===== src/rtl/dispsync_scan_if.sv =====
// Bundles the display-scan control inputs and the multiplexed display outputs.
// The game logic drives the master side and the scanner drives the slave side.
interface dispsync_scan_if #(
    parameter int DIGITS = 4
);
    localparam int SCAN_W = $clog2(DIGITS);

    logic                  en;
    logic [4*DIGITS-1:0]   hexs;
    logic [DIGITS-1:0]     dp;
    logic [DIGITS-1:0]     blank_mask;
    logic                  lz_en;
    logic                  load;

    logic [3:0]            hex;
    logic [DIGITS-1:0]     an;
    logic                  dp_n;
    logic [SCAN_W-1:0]     scan;
    logic                  frame_tick;

    modport master (
        output en, hexs, dp, blank_mask, lz_en, load,
        input  hex, an, dp_n, scan, frame_tick
    );

    modport slave (
        input  en, hexs, dp, blank_mask, lz_en, load,
        output hex, an, dp_n, scan, frame_tick
    );
endinterface


===== src/rtl/dispsync_scan.sv =====
// Self-timed multiplexer for DIGITS hex digits with frame-aligned double buffering,
// per-digit blanking, decimal points, leading-zero suppression and a frame tick.
module dispsync_scan #(
    parameter int DIGITS   = 4,
    parameter int SCAN_DIV = 50000
) (
    input  logic             clk,
    input  logic             rst_n,
    dispsync_scan_if.slave   io_bus
);
    localparam int SCAN_W = $clog2(DIGITS);
    localparam int PRE_W  = (SCAN_DIV > 1) ? $clog2(SCAN_DIV) : 1;
    localparam logic [PRE_W-1:0]  PRE_MAX  = PRE_W'(SCAN_DIV - 1);
    localparam logic [SCAN_W-1:0] SCAN_MAX = SCAN_W'(DIGITS - 1);

    logic [PRE_W-1:0]      r_pre;
    logic [SCAN_W-1:0]     r_scan;
    logic                  r_pend;
    logic [4*DIGITS-1:0]   r_hexSh;
    logic [DIGITS-1:0]     r_dpSh;
    logic [DIGITS-1:0]     r_blankSh;
    logic                  r_lzSh;
    logic                  r_tick;
    logic [DIGITS-1:0]     r_an;
    logic [3:0]            r_hex;
    logic                  r_dpN;

    logic                  w_step;
    logic                  w_boundary;
    logic [DIGITS-1:0]     w_zeroFrom;
    logic [3:0]            w_nib;
    logic                  w_dpSel;
    logic                  w_blankSel;
    logic                  w_zeroSel;
    logic                  w_vis;
    logic [DIGITS-1:0]     w_anNext;

    assign w_step     = io_bus.en && (r_pre == PRE_MAX);
    assign w_boundary = w_step && (r_scan == SCAN_MAX);

    // w_zeroFrom[i] is set when every shadow nibble from digit i upward is zero.
    always_comb begin
        w_zeroFrom = '0;
        w_zeroFrom[DIGITS-1] = (r_hexSh[4*DIGITS-1 -: 4] == 4'h0);
        for (int i = DIGITS - 2; i >= 0; i--) begin
            w_zeroFrom[i] = w_zeroFrom[i+1] && (r_hexSh[4*i +: 4] == 4'h0);
        end
    end

    always_comb begin
        w_nib      = 4'h0;
        w_dpSel    = 1'b0;
        w_blankSel = 1'b0;
        w_zeroSel  = 1'b0;
        for (int i = 0; i < DIGITS; i++) begin
            if (r_scan == SCAN_W'(i)) begin
                w_nib      = r_hexSh[4*i +: 4];
                w_dpSel    = r_dpSh[i];
                w_blankSel = r_blankSh[i];
                w_zeroSel  = w_zeroFrom[i];
            end
        end
    end

    // Digit 0 is exempt from suppression so an all-zero value still shows one 0.
    assign w_vis = io_bus.en && !w_blankSel &&
                   !(r_lzSh && (r_scan != '0) && w_zeroSel);

    always_comb begin
        w_anNext = '1;
        for (int i = 0; i < DIGITS; i++) begin
            w_anNext[i] = !(w_vis && (r_scan == SCAN_W'(i)));
        end
    end

    always_ff @(posedge clk or negedge rst_n) begin
        if (!rst_n) begin
            r_pre  <= '0;
            r_scan <= '0;
        end else if (w_step) begin
            r_pre  <= '0;
            r_scan <= (r_scan == SCAN_MAX) ? '0 : r_scan + SCAN_W'(1);
        end else if (io_bus.en) begin
            r_pre  <= r_pre + PRE_W'(1);
        end
    end

    // A load arriving on the boundary cycle itself is captured by that same edge.
    always_ff @(posedge clk or negedge rst_n) begin
        if (!rst_n) begin
            r_pend    <= 1'b1;
            r_hexSh   <= '0;
            r_dpSh    <= '0;
            r_blankSh <= '0;
            r_lzSh    <= 1'b0;
        end else if (w_boundary) begin
            r_pend <= 1'b0;
            if (r_pend || io_bus.load) begin
                r_hexSh   <= io_bus.hexs;
                r_dpSh    <= io_bus.dp;
                r_blankSh <= io_bus.blank_mask;
                r_lzSh    <= io_bus.lz_en;
            end
        end else if (io_bus.load) begin
            r_pend <= 1'b1;
        end
    end

    always_ff @(posedge clk or negedge rst_n) begin
        if (!rst_n) begin
            r_an   <= '1;
            r_hex  <= 4'h0;
            r_dpN  <= 1'b1;
            r_tick <= 1'b0;
        end else begin
            r_an   <= w_anNext;
            r_hex  <= w_vis ? w_nib : 4'h0;
            r_dpN  <= w_vis ? !w_dpSel : 1'b1;
            r_tick <= w_boundary;
        end
    end

    assign io_bus.an         = r_an;
    assign io_bus.hex        = r_hex;
    assign io_bus.dp_n       = r_dpN;
    assign io_bus.scan       = r_scan;
    assign io_bus.frame_tick = r_tick;
endmodule

===== src/flat_wrapper.sv =====
// flat-port wrapper written by rule: the top's interface ports become plain ports
module dispsync_scan_flat 
#(
    parameter int DIGITS   = 4,
    parameter int SCAN_DIV = 50000
)
  (clk, rst_n, io_bus_en, io_bus_hexs, io_bus_dp, io_bus_blank_mask, io_bus_lz_en, io_bus_load, io_bus_hex, io_bus_an, io_bus_dp_n, io_bus_scan, io_bus_frame_tick);
  dispsync_scan_if #(.DIGITS(DIGITS)) io_bus_i ();
  input  logic clk;
  input  logic rst_n;
  input wire logic [$bits(io_bus_i.en)-1:0] io_bus_en;
  input wire logic [$bits(io_bus_i.hexs)-1:0] io_bus_hexs;
  input wire logic [$bits(io_bus_i.dp)-1:0] io_bus_dp;
  input wire logic [$bits(io_bus_i.blank_mask)-1:0] io_bus_blank_mask;
  input wire logic [$bits(io_bus_i.lz_en)-1:0] io_bus_lz_en;
  input wire logic [$bits(io_bus_i.load)-1:0] io_bus_load;
  output wire logic [$bits(io_bus_i.hex)-1:0] io_bus_hex;
  output wire logic [$bits(io_bus_i.an)-1:0] io_bus_an;
  output wire logic [$bits(io_bus_i.dp_n)-1:0] io_bus_dp_n;
  output wire logic [$bits(io_bus_i.scan)-1:0] io_bus_scan;
  output wire logic [$bits(io_bus_i.frame_tick)-1:0] io_bus_frame_tick;
  assign io_bus_i.en = io_bus_en;
  assign io_bus_i.hexs = io_bus_hexs;
  assign io_bus_i.dp = io_bus_dp;
  assign io_bus_i.blank_mask = io_bus_blank_mask;
  assign io_bus_i.lz_en = io_bus_lz_en;
  assign io_bus_i.load = io_bus_load;
  assign io_bus_hex = io_bus_i.hex;
  assign io_bus_an = io_bus_i.an;
  assign io_bus_dp_n = io_bus_i.dp_n;
  assign io_bus_scan = io_bus_i.scan;
  assign io_bus_frame_tick = io_bus_i.frame_tick;
  dispsync_scan #(.DIGITS(DIGITS), .SCAN_DIV(SCAN_DIV)) u_core (.clk(clk), .rst_n(rst_n), .io_bus(io_bus_i));
endmodule

===== config.mk =====
export PLATFORM = sky130hd
export DESIGN_NAME = dispsync_scan_flat
export DESIGN_NICKNAME = d
export VERILOG_FILES = /design/src/rtl/dispsync_scan_if.sv /design/src/rtl/dispsync_scan.sv /design/src/flat_wrapper.sv
export SDC_FILE = /design/constraint.sdc
export NUM_CORES = 1
export LEC_CHECK = 0
export ABC_AREA = 1
export ABC_CLOCK_PERIOD_IN_PS = 3600
export CORE_UTILIZATION = 59
export CTS_CLUSTER_DIAMETER = 100
export CTS_CLUSTER_SIZE = 10
export DETAILED_ROUTE_END_ITERATION = 7
export PLACE_DENSITY = 0.95
export SLEW_MARGIN = 20
export SYNTH_ARGS = -nofsm -noshare
export SYNTH_HDL_FRONTEND = slang
export SYNTH_SLANG_ARGS = --single-unit

===== constraint.sdc =====
create_clock -name clk -period 3.6 [get_ports clk]
set_input_delay 0.72 -clock clk [delete_from_list [all_inputs] [get_ports clk]]
set_output_delay 0.72 -clock clk [all_outputs]
set_load 0.03 [all_outputs]

==> results of run 1 <==
report_power, final:
group          internal, uW  switching, uW  total (uW)
Sequential              648           53.9         702
Clock                   209            199         408
Combinational          85.1            139         224
metrics by stage:
step	cells	instance area, sq um	power, uW	hold slack, ns
4_1_cts	463	3382	1338	0.4844
5_1_grt	463	3382	1401	0.4984
3_3_place_gp	455	3271	923.1	0.4552
6_report	463	3382	1335	0.4774
3_5_place_dp	455	3271	933.2	0.4612
2_1_floorplan	374	2868	845.3	0.4244
area by class of cell:
class / instances / share of cell area [%]
Sequential cell: 54 / 40.18
Multi-Input combinational cell: 268 / 37.92
Tap cell: 52 / 1.924
Clock buffer: 6 / 2.146
Clock inverter: 2 / 1.147
Timing Repair Buffer: 44 / 12.58
Inverter: 37 / 4.107
layer usage:
layer / up-vias / GRT usage, % / part of all wire, %
li1: 1277 / - / -
met1: 1187 / 42.52 / 47
met2: 120 / 41.93 / 45
met3: 11 / 4.501 / 7.2
met4: 0 / 7.843 / 1.4
met5: - / 0 / 0
flip-flops by register name, indices dropped and copies added (netlist names):
name and count:
u_core.r_pre 16, u_core.io_bus.an 4, u_core.io_bus.dp_n 1, u_core.io_bus.hex 4, u_core.r_hexSh 16, u_core.r_pend 1
u_core.r_dpSh 4, u_core.io_bus.frame_tick 1, u_core.r_blankSh 4, u_core.r_lzSh 1, u_core.io_bus.scan 2
layout by cell type (no fill, tap or decap), drive strengths merged:
cell type / instances
nor2: 44
or2: 2
o22ai: 2
bufinv: 1
nor3: 7
inv: 36
a21oi: 10
clkinv: 2
ha: 5
nand4: 32
nand2: 127
dfrtp: 48
dfstp: 6
o21ai: 13
nor4: 1
buf: 5
o21bai: 1
o211ai: 2
nor3b: 1
xor2: 2
clkbuf: 6
and2: 1
clkdlybuf4s50: 39
nand3: 17
a22oi: 1
path summary, 6_finish.rpt:
| path | start | endpoint | slack [ns] | cells past startpoint |
|---|---|---|---|---|
| worst min register to register | u_core.r_hexSh[2]$_DFFE_PN0P_ | u_core.r_hexSh[2]$_DFFE_PN0P_ | 0.49 | 2 |
| worst max register to register | u_core.io_bus.scan[0]$_DFFE_PN0P_ | u_core.io_bus.hex[3]$_DFF_PN0_ | 1.61 | 8 |
| worst max-delay path | io_bus_en | u_core.r_hexSh[6]$_DFFE_PN0P_ | 1.31 | 8 |
| max in group asynchronous | rst_n | u_core.r_pre[3]$_DFFE_PN0P_ | 2.36 | 2 |
| worst min-delay path | rst_n | u_core.io_bus.hex[2]$_DFF_PN0_ | 0.48 | 1 |
| min in group clk | u_core.r_hexSh[2]$_DFFE_PN0P_ | u_core.r_hexSh[2]$_DFFE_PN0P_ | 0.49 | 2 |
worst register-to-register path, stage by stage, from the launching register on:
cell and delay (ns):
dfrtp_1 0.45, inv_1 0.14, ha_1 0.42, inv_1 0.16, nor2_1 0.12, nor2_1 0.06
a21oi_2 0.32, nand2_1 0.16, nor2_1 0.12
cell families (layout without fill, tap and decap cells):
| group | Yosys count | after routing |
|---|---|---|
| AND/OR/NAND/NOR | 232 | 232 |
| adder cells (fa/ha/maj) | 5 | 5 |
| flip-flops | 54 | 54 |
| AO/OA/AOI/OAI | 29 | 29 |
| XOR/XNOR | 2 | 2 |
| buffers and inverters | 52 | 89 |
==> flow_metrics.tcl, run 1 <==
set metrics [dict create \
    critPathTopFamily "buffers and inverters" \
    pin_count 41 \
    root_buffer "clkbuf_8" \
    postRouteWirelength_microns 6539 \
    die_x_microns 71.72 \
    synth_mux_area_share_pct 0 \
    yosys.cell_count.top_type "nand2_1" \
    die_area_sq_um 5143 \
    diodes 0 \
    fin_skew_ns 0.01489 \
    synth_top_family_by_area "simple AND/OR/NAND/NOR gates" \
    synth_edf_count 0 \
    globalplace.congestion 0.9066 \
    cp.required_ns 3.85 \
    ys_ff_latch 54 \
    grt_max_degree 36 \
    critPathBufInv 3 \
    place_hpwl_microns 4755 \
    seq_area_frac_synth_pct 47.38 \
    yosysWarnings 0 \
    vias_per_cell 5.605 \
    die_height_microns 71.72 \
    register_area_sq_um 1359 \
    ys_top_cells_by_area "dfrtp_1 42%, nand2_1 16%, nand4_1 6.5%" \
    path_common_cell "nand2_1" \
    cts_made_buffers 5 \
    timing.final.crit_share_pct 63.62 \
    synth_fp_nets 408 \
    startpoint_type "input pin" \
    tightest_slew_ns 0.7783 \
    vias 2595 \
    drc 0 \
    cp_data_arrival_time_ns 2.54 \
    antenna_found_initial 0 \
    finalSetupTns_ns 0 \
    fin_ws_ns 1.310 \
    status "finished, final reports clean" \
    avgSynthCellArea_sq_um 7.668 \
    synth_flop_cell "dfrtp_1" \
    track_usage_pct 28.03 \
    start_util_pct 63.67 \
    netlist_instances 374 \
    hold_violations 0 \
    critPathCaptureType "flop" \
    cts_sinks 54 \
    synth_compound_area_share_pct 5.628 \
    drtIter0Drc 284 \
    setup_viol 0 \
    ir_drop_mv 0.3064 \
    cts_tree "done" \
    synth.distinct_cells 34 \
    place_ws_ns 1.009 \
    postCtsHoldBufs 0 \
    final_util_pct 75.08 \
    drt_pre_antenna_iters 5 \
    crit_type "input pin to flop" \
    wl_per_cell_microns 14.12 \
    timing.fmax_mhz 436.6 \
    drv_cap 0 \
    grt_pass1_wl_microns 11070 \
    fin_nets 444 \
    cp_cell_sequence "clkdlybuf4s50_1 > nand2_1 > clkinv_1 > nand4_2 > nor2_4 > buf_4 > nand4_1 > nand2_1" \
    yosysTopAreaCell "dfrtp_1" \
    min_path_type "input pin to asynchronous set/reset pin" \
    powerDensity_nw_per_um2 394.7 \
    path_max_fanout 28 \
    area_growth_syn_to_layout_pct 17.93 \
    rsz0062_at_grt "false" \
    netlist_area_sq_um 2868 \
    ant_nets 0 \
    final_max_slew_viol_count 0 \
    post_cts_buffers 0 \
    synth_xor_area_share_pct 0.6108 \
    insertion_delay_ns 0.32 \
    slowest_stage "clkdlybuf4s50_1" \
    nFillCells 308 \
    synthSimpleGateAreaFrac_pct 36.30 \
    min_period_ns 2.290 \
    gr-total-overflow 0 \
    multiInputGateArea_sq_um 1282 \
    clkSlewWorstSetupHoldPaths_ns 0.10 \
    htree_levels 2 \
    relSlewSlack_pct 48.11 \
    cpPeakStageDelay_ns 0.75 \
    rows 24 \
    final_layout_size_suffix_gt1_share_pct 9.002 \
    portBuffers 40 \
    cts-resized-gates 0 \
    core_area_sq_um 4504 \
    synth_adder_area_share_pct 2.182 \
    grt_pass1_vias 2353 \
    yosys-top-cells-count "126 x nand2_1, 48 x dfrtp_1, 42 x nor2_1" \
    async_reset_ff_share_pct 100.0 \
    clockBufferDepth 2 \
    synth_top_cell_area_share_pct 41.88 \
    p_leak_uw 0.001666 \
]
(Power assumes the default switching activity.)
==> run 2, diff against run 1 <==
Settings changed: ABC_CLOCK_PERIOD_IN_PS 3600 to 2100, CORE_UTILIZATION 59 to 49, PLACE_DENSITY 0.95 to 0.88.
Clock period 3.6 ns to 2.1 ns, I/O delays scaled along.
==> run 2 against run 1 <==
Compared with the run above:
- combinational power is 76% higher
- critical path depth decreased by 7
- first-iteration DRC count increased by 33%
- setup slack got worse by 1.1 ns
- count of clock-buffer cells in the layout decreased by 1
- sequential share of layout area shrank 1.0 points
- critical path type is now flop to output pin
- critical endpoint is now io_bus_an[0]
==> flow_metrics.tcl, run 2 (synthesis results as in run 1) <==
set metrics [dict create \
    cts_made_buffers 5 \
    slowest_stage "clkdlybuf4s50_1" \
    critPathBufInv 1 \
    final_max_slew_viol_count 0 \
    drc 0 \
    die_area_sq_um 6162 \
    fin_hold_ws_ns 0.08781 \
    drv_cap 0 \
    reg_top3 "u_core.r_hexSh x16, u_core.r_pre x16" \
    postRouteWirelength_microns 6713 \
    final_common_cell "nand2_1" \
    cp.required_ns 1.68 \
    start_util_pct 51.45 \
    vias 2670 \
    dp_cells 481 \
    cpPeakStageDelay_ns 0.65 \
    final_area_sq_um 3470 \
    core_area_sq_um 5574 \
    startpoint_type "flop" \
    setup_viol 0 \
    vias_per_cell 5.460 \
    ir_drop_mv 0.4399 \
    portBuffers 40 \
    fin_nets 450 \
    min_period_ns 1.910 \
    grt_pass1_wl_microns 11210 \
    critPathTopFamily "buffers and inverters" \
    post_cts_buffers 0 \
    wl_per_cell_microns 13.73 \
    timing.fmax_mhz 523.5 \
    rsz0062_at_grt "false" \
    dpl_cell_area_sq_um 3353 \
    relSlewSlack_pct 66.53 \
    path_max_fanout 1 \
    track_usage_pct 23.20 \
    globalplace.congestion 0.9423 \
    die_x_microns 78.50 \
    grt_pass1_vias 2444 \
    grt_max_degree 55 \
    die_height_microns 78.50 \
    cp_data_arrival_time_ns 1.49 \
    final_layout_size_suffix_gt1_share_pct 10.55 \
    final_cells 489 \
    ant_nets 0 \
    ff2ff_path_depth 11 \
    cp_cell_sequence "clkdlybuf4s50_1" \
    cts_tree "done" \
    insertion_delay_ns 0.31 \
    drtIter0Drc 378 \
    antenna_found_initial 0 \
    rows 27 \
    powerDensity_nw_per_um2 666.0 \
    cp_num_cells 1 \
    cts-resized-gates 0 \
    drt_pre_antenna_iters 5 \
    root_buffer "clkbuf_8" \
    gr-total-overflow 0 \
    place_hpwl_microns 4803 \
    clockBufferDepth 2 \
    crit_type "flop to output pin" \
    min_path_type "input pin to asynchronous set/reset pin" \
    htree_levels 2 \
    fin_skew_ns 0.006079 \
    cts_sinks 54 \
    critPathCaptureType "output pin" \
    p_leak_uw 0.001703 \
    postCtsHoldBufs 0 \
    tightest_slew_ns 0.5020 \
    timing.final.crit_share_pct 90.96 \
    diodes 0 \
    finalSetupTns_ns 0 \
    pin_count 41 \
    final_cell_mix "126 x nand2_1, 48 x dfrtp_1, 42 x nor2_1" \
    area_growth_syn_to_layout_pct 20.99 \
    hold_violations 0 \
    clkSlewWorstSetupHoldPaths_ns 0.10 \
    status "finished, final reports clean" \
]
==> run 2: cell types whose count changed in the layout (fill, tap and decap cells not counted), sizes merged <==
cell,change
inv,+1
clkbuf,-1
buf,+6
==> run 2: power breakdown <==
group          total [uW]  switching [uW]  internal [uW]
registers            1200            87.2           1110
clock network         717             355            362
logic                 395             242            153
==> run 2: through the flow <==
step	worst slack [ns]	utilization, %	power, uW
2_1_floorplan	0.3507	-	1449
3_3_place_gp	0.2107	60.16	1590
3_5_place_dp	0.1328	60.16	1607
4_1_cts	0.1793	62.24	2317
5_1_grt	0.09308	62.24	2422
6_report	0.1898	62.24	2311
==> run 2: worst paths after layout <==
path,from,end,slack (ns)
max reg2reg,u_core.io_bus.scan[1]$_DFFE_PN0P_,u_core.io_bus.hex[2]$_DFF_PN0_,0.20
max,u_core.io_bus.an[0]$_DFF_PN1_,io_bus_an[0],0.19
min in group clk,u_core.r_blankSh[3]$_DFFE_PN0P_,u_core.r_blankSh[3]$_DFFE_PN0P_,0.48
min reg2reg,u_core.r_blankSh[3]$_DFFE_PN0P_,u_core.r_blankSh[3]$_DFFE_PN0P_,0.48
min,rst_n,u_core.r_pre[12]$_DFFE_PN0P_,0.09
max in group asynchronous,rst_n,u_core.io_bus.an[3]$_DFF_PN1_,1.73
==> run 2: metal layers <==
metal | up-vias | wire length [microns] | track usage (%)
li1 | 1296 | - | -
met1 | 1262 | 3098 | 33.31
met2 | 98 | 3024 | 34.78
met3 | 14 | 412 | 3.721
met4 | 0 | 177 | 9.630
met5 | - | 0 | 0
==> run 2: final cells by class <==
type	instances	area [sq um]
Multi-Input combinational cell	268	1282
Sequential cell	54	1359
Inverter	37	138.9
Fill cell	474	2105
Clock inverter	3	47.55
Timing Repair Buffer	50	483.0
Clock buffer	5	68.82
Tap cell	72	90.09
==> run 3, diff against run 2 <==
Settings changed: CORE_MARGIN set to 10.
==> run 3 against run 2 <==
Compared with the run above:
- via count down 1.1%
- clock power down 0.6%
- clock skew up 0.010 ns
- power about the same
- setup slack worse by 0.024 ns
- die area up 51%
- combinational power about the same
- register-to-register slack about the same
- non-clock buffer count down 2
- hold slack worse by 0.072 ns
- global-route usage down 7.7 points
- maximum frequency down 1.2%
- highest routed layer unchanged
==> flow_metrics.tcl, run 3 (synthesis results as in run 1) <==
set metrics [dict create \
    status "finished, final reports clean" \
    use_met1_pct 20.83 \
    die_x_microns 96.50 \
    fin_nets 448 \
    finalSetupTns_ns 0 \
    drv_cap 0 \
    fin_skew_ns 0.01630 \
    swShare_pct 29.81 \
    htree_levels 2 \
    critPathCaptureType "output pin" \
    fin_ws_ns 0.1661 \
    place_hpwl_microns 5320 \
    final_max_slew_viol_count 0 \
    clkSlewWorstSetupHoldPaths_ns 0.10 \
    die_height_microns 96.50 \
    post_cts_buffers 0 \
    reg2reg_to "u_core.io_bus.hex[2]$_DFF_PN0_" \
    drc 0 \
    power.share.clock_pct 30.8 \
    antenna_found_initial 0 \
    gr-total-overflow 0 \
    crit_type "flop to output pin" \
    wl_per_cell_microns 14.26 \
    relSlewSlack_pct 61.36 \
    powerDensity_nw_per_um2 666.7 \
    final_cell_mix "126 x nand2_1, 48 x dfrtp_1, 42 x nor2_1" \
    root_buffer "clkbuf_8" \
    r2r_slack_ns 0.20 \
    reg2reg_from "u_core.io_bus.scan[1]$_DFFE_PN0P_" \
    seq_power_share_pct 52.0 \
    crit_start "u_core.io_bus.an[1]$_DFF_PN1_" \
    pwr-share-comb_pct 17.1 \
    grt_max_degree 39 \
    final_common_cell "nand2_1" \
    ant_nets 0 \
    diodes 0 \
    postRouteWirelength_microns 6944 \
    hold_violations 0 \
    crit_path_end "io_bus_an[1]" \
    globalplace.congestion 0.9440 \
    gr-usage-met3_pct 3.315 \
    track_usage_pct 15.50 \
    vias 2641 \
    grt_pass1_wl_microns 11650 \
    cts_tree "done" \
    startpoint_type "flop" \
    rsz0062_at_grt "false" \
    postCtsHoldBufs 0 \
    portBuffers 40 \
    timing.final.crit_share_pct 92.09 \
    min_path_type "input pin to asynchronous set/reset pin" \
    tightest_slew_ns 0.5796 \
    drtIter0Drc 176 \
    critPathTopFamily "buffers and inverters" \
    cp_num_cells 1 \
    ir_drop_mv 0.4143 \
    cts_made_buffers 5 \
    ff2ff_path_depth 11 \
    path_max_fanout 1 \
    cts-resized-gates 0 \
    cts_sinks 54 \
    grt-busiest-layer "met2" \
    timing.fmax_mhz 517.1 \
    cp.required_ns 1.68 \
    place_ws_ns 0.08299 \
    use_met2_pct 24.16 \
    critPathBufInv 1 \
    rows 27 \
    p_int_uw 1623 \
    cpPeakStageDelay_ns 0.66 \
    vias_per_cell 5.423 \
    p_leak_uw 0.001700 \
    netSwitchingPower_uw 689.1 \
    pin_count 41 \
    nFillCells 502 \
    core_area_sq_um 5608 \
    final_layout_size_suffix_gt1_share_pct 10.12 \
    drt_pre_antenna_iters 5 \
    start_util_pct 51.14 \
    reg_top3 "u_core.r_hexSh x16, u_core.r_pre x16" \
    insertion_delay_ns 0.32 \
    slowest_stage "clkdlybuf4s50_1" \
    min_period_ns 1.934 \
    cp_data_arrival_time_ns 1.51 \
    area_growth_syn_to_layout_pct 20.90 \
    clockBufferDepth 2 \
    die_area_sq_um 9312 \
    grt_pass1_vias 2447 \
    cp_cell_sequence "clkdlybuf4s50_1" \
    setup_viol 0 \
]
run 3: changes by cell type in the layout (fill, tap and decap cells not counted), sizes merged:
| cell | change |
|---|---|
| buf | -2 |
run 3: final cells by class:
cell class,count,area [sq um],area share [%]
well taps,72,90.09,2.598
clock inverters,3,47.55,1.371
inverters,37,138.9,4.006
clock buffers,5,68.82,1.985
multi-input cells,268,1282,36.99
flip-flops and latches,54,1359,39.19
repair buffers,48,480.5,13.86
run 3: worst min path at each step:
stage,start,end,slack (ns)
2_1_floorplan,rst_n,u_core.io_bus.frame_tick$_DFF_PN0_,0.12
3_3_place_gp,rst_n,u_core.r_hexSh[2]$_DFFE_PN0P_,0.36
3_5_place_dp,rst_n,u_core.r_hexSh[2]$_DFFE_PN0P_,0.36
4_1_cts,rst_n,u_core.r_hexSh[3]$_DFFE_PN0P_,0.02
5_1_grt,rst_n,u_core.r_hexSh[2]$_DFFE_PN0P_,0.04
6_report,rst_n,u_core.r_hexSh[3]$_DFFE_PN0P_,0.02
run 3: per-stage QoR:
stage / instance area (sq um) / hold WS, ns / util [%] / cells / power [uW]
2_1_floorplan: 2868 / 0.1244 / - / 374 / 1449
3_3_place_gp: 3351 / 0.3552 / 59.75 / 479 / 1593
4_1_cts: 3467 / 0.01884 / 61.83 / 487 / 2317
6_report: 3467 / 0.01570 / 61.83 / 487 / 2312
3_5_place_dp: 3351 / 0.3648 / 59.75 / 479 / 1605
5_1_grt: 3467 / 0.04346 / 61.83 / 487 / 2432
run 3: power by group through the flow:
stage	registers (uW)	clock network, uW	logic [uW]
floorplan	1200	0	250
global placement	1210	0	379
detailed placement	1220	0	388
CTS	1200	724	395
global route	1210	764	455
finish	1200	713	396
run 3: routing by layer:
| metal | vias up | wire, microns |
|---|---|---|
| li1 | 1294 | - |
| met1 | 1226 | 3041 |
| met2 | 107 | 3195 |
| met3 | 14 | 562 |
| met4 | 0 | 144 |
| met5 | - | 0 |
